File: src/rtl/frame_seq_pkg.sv
// Shared types and constants for the frame sequencer.
// Holds the FSM encoding and the clear-geometry helpers.
package frame_seq_pkg;

   typedef enum logic [2:0] {
      INIT,
      CLEAR_FILL,
      CLEAR_CMD,
      CLEAR_DRAIN,
      START,
      RENDER,
      READY
   } state_t;

   localparam int unsigned WR_FIFO_DEPTH = 64;
   localparam logic [2:0]  MIG_CMD_WRITE = 3'b000;

   function automatic int unsigned total_bursts(
      input int unsigned w,
      input int unsigned h,
      input int unsigned bw
   );
      return (w * h / 2) / bw;
   endfunction

   function automatic int unsigned burst_bytes(input int unsigned bw);
      return bw * 4;
   endfunction

endpackage

File: src/rtl/frame_clear_engine.sv
// Back-buffer clear engine: fills the MIG write FIFO one burst
// at a time and issues the matching write command per burst.
module frame_clear_engine
   import frame_seq_pkg::*;
#(
   parameter int unsigned TotalBursts = 9600,
   parameter int unsigned BurstWords  = 16,
   parameter logic [15:0] ClearColour = 16'h0000
) (
   input  logic        Clk,
   input  logic        Rst,
   input  logic        start,
   input  logic [29:0] base,
   output logic        done,
   output state_t      phase_nxt,
   output logic        write_cmd_en,
   output logic [29:0] write_cmd_byte_addr,
   input  logic        write_cmd_full,
   input  logic        write_cmd_empty,
   output logic        wr_en,
   output logic [31:0] wr_data,
   input  logic        wr_full,
   input  logic        wr_empty,
   input  logic [6:0]  wr_count
);

   localparam int unsigned BW = $clog2(TotalBursts + 1);
   localparam int unsigned WW = $clog2(BurstWords + 1);
   localparam logic [BW-1:0] LAST_BURST = BW'(TotalBursts - 1);
   localparam logic [WW-1:0] LAST_WORD  = WW'(BurstWords - 1);
   localparam logic [6:0]  FILL_LIMIT  = 7'(WR_FIFO_DEPTH - BurstWords);
   localparam logic [29:0] BURST_BYTES = 30'(burst_bytes(BurstWords));

   state_t          phase;
   logic [BW-1:0]   burst;
   logic [WW-1:0]   word;

   assign wr_data = {ClearColour, ClearColour};

   always_comb begin
      phase_nxt           = phase;
      done                = 1'b0;
      wr_en               = 1'b0;
      write_cmd_en        = 1'b0;
      write_cmd_byte_addr = '0;
      unique case (phase)
         INIT: begin
            if (start) phase_nxt = CLEAR_FILL;
         end
         CLEAR_FILL: begin
            // room for a whole burst is only required before its first word
            wr_en = !wr_full && (word != '0 || wr_count <= FILL_LIMIT);
            if (wr_en && word == LAST_WORD) phase_nxt = CLEAR_CMD;
         end
         CLEAR_CMD: begin
            write_cmd_byte_addr = base + 30'(burst) * BURST_BYTES;
            write_cmd_en        = !write_cmd_full;
            if (write_cmd_en)
               phase_nxt = (burst == LAST_BURST) ? CLEAR_DRAIN : CLEAR_FILL;
         end
         CLEAR_DRAIN: begin
            if (wr_empty && write_cmd_empty) begin
               done      = 1'b1;
               phase_nxt = INIT;
            end
         end
         default: phase_nxt = INIT;
      endcase
   end

   always_ff @(posedge Clk) begin
      if (Rst) begin
         phase <= INIT;
         burst <= '0;
         word  <= '0;
      end else begin
         phase <= phase_nxt;
         if (wr_en)
            word <= (word == LAST_WORD) ? '0 : word + WW'(1);
         if (write_cmd_en)
            burst <= (burst == LAST_BURST) ? '0 : burst + BW'(1);
      end
   end

endmodule

File: src/rtl/frame_sequencer.sv
// Frame scheduler for the double-buffered sprite frame store:
// swaps buffers on VSync, clears the back buffer, kicks the renderer.
module frame_sequencer
   import frame_seq_pkg::*;
#(
   parameter int unsigned Width                       = 640,
   parameter int unsigned Height                      = 480,
   parameter int unsigned FrameBufferZeroStartAddress = 0,
   parameter int unsigned FrameBufferOneStartAddress  = 614400,
   parameter logic [15:0] ClearColour                 = 16'h0000,
   parameter int unsigned BurstWords                  = 16
) (
   input  logic        Clk,
   input  logic        Rst,
   input  logic        calib_done,
   input  logic        VSync,
   input  logic        ClearEnable,
   output logic        FrameBufferActive,
   output logic        RenderNextFrame,
   input  logic        FinishedRendering,
   output logic [15:0] FrameCount,
   output logic [15:0] DroppedFrames,
   output logic        Busy,
   output logic        write_cmd_clk,
   output logic        wr_clk,
   output logic        write_cmd_en,
   output logic [2:0]  write_cmd_instr,
   output logic [5:0]  write_cmd_bl,
   output logic [29:0] write_cmd_byte_addr,
   input  logic        write_cmd_full,
   input  logic        write_cmd_empty,
   output logic        wr_en,
   output logic [3:0]  wr_mask,
   output logic [31:0] wr_data,
   input  logic        wr_full,
   input  logic        wr_empty,
   input  logic [6:0]  wr_count
);

   localparam int unsigned TotalWords  = Width * Height / 2;
   localparam int unsigned TotalBursts = total_bursts(Width, Height, BurstWords);
   localparam logic [29:0] BASE0 = 30'(FrameBufferZeroStartAddress);
   localparam logic [29:0] BASE1 = 30'(FrameBufferOneStartAddress);

   if ((Width * Height) % 2 != 0 || TotalWords % BurstWords != 0) begin : g_bad_geom
      $error("frame_sequencer: frame size is not a whole number of bursts");
   end

   state_t      state, state_nxt, clr_phase_nxt;
   logic        rst_int, swap, drop, clr_start, clr_done;
   logic [29:0] clr_base;

   assign rst_int         = Rst | ~calib_done;
   assign write_cmd_clk   = Clk;
   assign wr_clk          = Clk;
   assign write_cmd_instr = MIG_CMD_WRITE;
   assign write_cmd_bl    = 6'(BurstWords - 1);
   assign wr_mask         = 4'b0000;

   // the display owns FrameBufferActive; we always draw into the other one
   assign clr_base  = FrameBufferActive ? BASE0 : BASE1;
   assign swap      = (state == READY) && VSync;
   assign drop      = VSync && (state != READY);
   assign clr_start = ClearEnable && ((state == INIT) || swap);
   assign Busy      = state inside {CLEAR_FILL, CLEAR_CMD, CLEAR_DRAIN, START, RENDER};

   always_comb begin
      state_nxt = state;
      unique case (state)
         INIT:
            state_nxt = ClearEnable ? CLEAR_FILL : START;
         CLEAR_FILL, CLEAR_CMD, CLEAR_DRAIN:
            state_nxt = clr_done ? START : clr_phase_nxt;
         START:
            state_nxt = RENDER;
         RENDER:
            if (FinishedRendering) state_nxt = READY;
         READY:
            if (VSync) state_nxt = ClearEnable ? CLEAR_FILL : START;
         default:
            state_nxt = INIT;
      endcase
   end

   always_ff @(posedge Clk) begin
      if (rst_int) begin
         state             <= INIT;
         FrameBufferActive <= 1'b0;
         RenderNextFrame   <= 1'b0;
         FrameCount        <= '0;
         DroppedFrames     <= '0;
      end else begin
         state           <= state_nxt;
         RenderNextFrame <= (state == START);
         if (swap) begin
            FrameBufferActive <= ~FrameBufferActive;
            FrameCount        <= FrameCount + 16'd1;
         end
         if (drop && DroppedFrames != 16'hFFFF)
            DroppedFrames <= DroppedFrames + 16'd1;
      end
   end

   frame_clear_engine #(
      .TotalBursts (TotalBursts),
      .BurstWords  (BurstWords),
      .ClearColour (ClearColour)
   ) u_clear (
      .Clk                 (Clk),
      .Rst                 (rst_int),
      .start               (clr_start),
      .base                (clr_base),
      .done                (clr_done),
      .phase_nxt           (clr_phase_nxt),
      .write_cmd_en        (write_cmd_en),
      .write_cmd_byte_addr (write_cmd_byte_addr),
      .write_cmd_full      (write_cmd_full),
      .write_cmd_empty     (write_cmd_empty),
      .wr_en               (wr_en),
      .wr_data             (wr_data),
      .wr_full             (wr_full),
      .wr_empty            (wr_empty),
      .wr_count            (wr_count)
   );

endmodule

File: config.mk
export PLATFORM = sky130hd
export DESIGN_NAME = frame_sequencer
export DESIGN_NICKNAME = d
export VERILOG_FILES = /design/src/rtl/frame_seq_pkg.sv /design/src/rtl/frame_clear_engine.sv /design/src/rtl/frame_sequencer.sv
export SDC_FILE = /design/constraint.sdc
export NUM_CORES = 1
export LEC_CHECK = 0
export CORE_UTILIZATION = 40
export DETAILED_ROUTE_END_ITERATION = 7
export GPL_TIMING_DRIVEN = 0
export PLACE_DENSITY_LB_ADDON = 0.25
export SYNTH_ARGS = -nofsm -noshare
export SYNTH_HDL_FRONTEND = slang
export SYNTH_SLANG_ARGS = --single-unit
File: constraint.sdc
create_clock -name Clk -period 4.1 [get_ports Clk]
set_input_delay 1.23 -clock Clk [delete_from_list [all_inputs] [get_ports Clk]]
set_output_delay 1.23 -clock Clk [all_outputs]
set_load 0.005 [all_outputs]
==> impl_metrics.ini <==
[pwr]
ir_worst_vdd_mv = 0.222
power_density_nw_per_um2 = 281
leakagePower_nw = 2.02

[detailed_routing]
drt-pass1-iter-count = 6
wl_mm = 9.00
via_count = 3607
drc_errors = 0
avgRoutedWirePerCell_um = 12.5
vias_per_cell = 5.00
antenna_left = 0
first_iter_violations = 93

[grt]
overflow = 0
grt_usage = 0.191
antenna_found_initial = 0
grt_pass1_vias = 3313
grt_first_pass_wirelength_mm = 15.0
grt_max_degree = 11

[outcome]
status = complete, no violations

[synth]
async_reset_ff_frac = 0
synth_top_area_frac = 0.315
synth_seq_cells = 59
synth_edf_count = 0
yosysWarnings = 0
synthCells = 464
netlist_area_sq_um = 3750
synth.most_common_cell = buf_4
synth_ff_type = dfxtp_1
syn_area_per_cell_sq_um = 8.07
synth_common_cells = buf_4 (62), dfxtp_1 (59), nor2_1 (36), nand2_1 (32), a21oi_1 (29)
yosysSeqAreaShare = 0.315
synth_top_area_cell = dfxtp_1
synth_top_cells_by_area = dfxtp_1 (32%), buf_4 (12%), a21oi_1 (3.9%)
synth.distinct_cells = 58

[floorplan]
die_h_um = 98.8
die_width_um = 98.8
rows = 34
start_util = 0.421
num_io_pins = 131
die_area_sq_um = 9760
coreArea_sq_um = 8890

[clock_tree]
clkLatencyLatePin_ps = 440
tritoncts = yes
clkTransAtPathRegs_ps = 60
hold_buffers = 0

[timing]
setup_violations = 0
relSlewSlack = 0.416
finalHoldViolations = 0
slew_viol_final = 0
fin_skew_ps = 10.1
worst_pin_slew_ps = 874
rsz0062_at_grt = no

[placed_design]
io_buffers = 70
placed_cell_area_sq_um = 4800
dp_hpwl_mm = 6.58
gp_congestion = 0.790

[setup_path]
endpoint_kind = output pin
crit_top_cell = clkbuf_8
crit_fanout = 2
crit_family = buffers and inverters
start_kind = clock port
cpMaxStageDelayCell = clkdlybuf4s50_1
critPathBufInv = 4
path_cells = clkbuf_8, clkbuf_8, buf_4, clkdlybuf4s50_1
cp_data_arrival_time_ps = 2840
ff2ff_setup_slack_ps = 1830
required_ps = 2870
critPathMaxStageDelay_ps = 430
worstSetupPathType = clk2out

[cells_and_area]
num_antenna_cells = 0
area_delta_synth_final_pct = 36.1
drive_above_1_share = 0.155
fin_util = 0.573
finalInstanceArea_sq_um = 5100
nNetsFinal = 636

[min_path]
hold_path.class = reg2reg

[flow_run]
cap_violations = 0
state kept, by name, summed over array words and instances, names as in the netlist:
| signal | cells |
|---|---|
| state | 3 |
| u_clear.word | 5 |
| RenderNextFrame | 1 |
| FrameCount | 16 |
| u_clear.phase | 3 |
| FrameBufferActive | 1 |
| DroppedFrames | 16 |
| u_clear.burst | 14 |
repair_timing:
item / in CTS / in global routing
resized for setup: 8 / 1
pin swaps: 3 / 0
setup buffers: 1 / 0
gates cloned: 0 / 0
endpoints found under the hold margin: 0 / 0
endpoints found under the setup margin: 2 / 1
final timing paths:
path | depth (start not counted) | from | endpoint
worst max-delay path | 4 | Clk | write_cmd_clk
worst min-delay path | 2 | u_clear.word[4] | u_clear.word[4]
worst max register to register | 7 | DroppedFrames[6] | DroppedFrames[2]
worst min register to register | 2 | u_clear.word[4] | u_clear.word[4]
report_power, final:
part | internal [mW] | switching, mW
clock | 0.467 | 0.274
sequential | 0.576 | 0.00263
combinational | 0.0637 | 0.0504
worst reg2reg max path: cells and delay by family (launching register included):
kind	cells	cell delay (ps)
simple gates	2	470
compound gates	2	290
buf+inv	3	990
flops	1	470
per-stage QoR:
step / hold slack [ps] / setup TNS, ps / total power, mW / std cells / worst slack, ps
5_1_grt: 466 / 0 / 1.49 / 722 / 8.03
4_1_cts: 456 / 0 / 1.45 / 722 / 25.1
6_report: 457 / 0 / 1.43 / 722 / 34.1
3_3_place_gp: 436 / -567 / 0.769 / 701 / -427
3_5_place_dp: 445 / -652 / 0.770 / 701 / -506
2_1_floorplan: 423 / 0 / 0.703 / 523 / 621
layout by cell type, fill, tap and decap left out, types with 16 or more instances in the layout:
cell and n:
a21oi_1 29, buf_4 63, clkbuf_1 17, clkbuf_8 16
clkdlybuf4s50_1 68, conb_1 61, dfxtp_1 59, nand2_1 32
nand3_1 21, nand4_1 18, nor2_1 36
logic make-up (layout without fill, tap and decap cells):
| kind of cell | Yosys count | after routing | share of synthesized area |
|---|---|---|---|
| fa+ha+maj | 11 | 11 | 0.0381 |
| compound gates | 85 | 85 | 0.147 |
| other cells | 2 | 61 | 0.00200 |
| mux | 5 | 5 | 0.0134 |
| simple gates | 183 | 183 | 0.271 |
| buf+inv | 98 | 189 | 0.164 |
| xor+xnor | 21 | 21 | 0.0491 |
| flops | 59 | 59 | 0.315 |
routing by layer:
metal	global-route usage	vias up	share of wire	wire (um)
met3	0.0688	7	0.069	620
met5	0	-	0	0
li1	-	1824	-	-
met1	0.225	1652	0.43	3910
met4	0.0666	0	0.0094	85
met2	0.321	124	0.49	4390
final cells by class:
class	count	area, sq um
fill	865	3790
clock buffer	18	240
clock inverter	4	47.5
tap	108	135
timing repair buffer	69	686
multi-input combinational	366	2190
buffer	84	563
sequential	59	1180
inverter	14	57.6
Power figures use the tool's default switching activity.
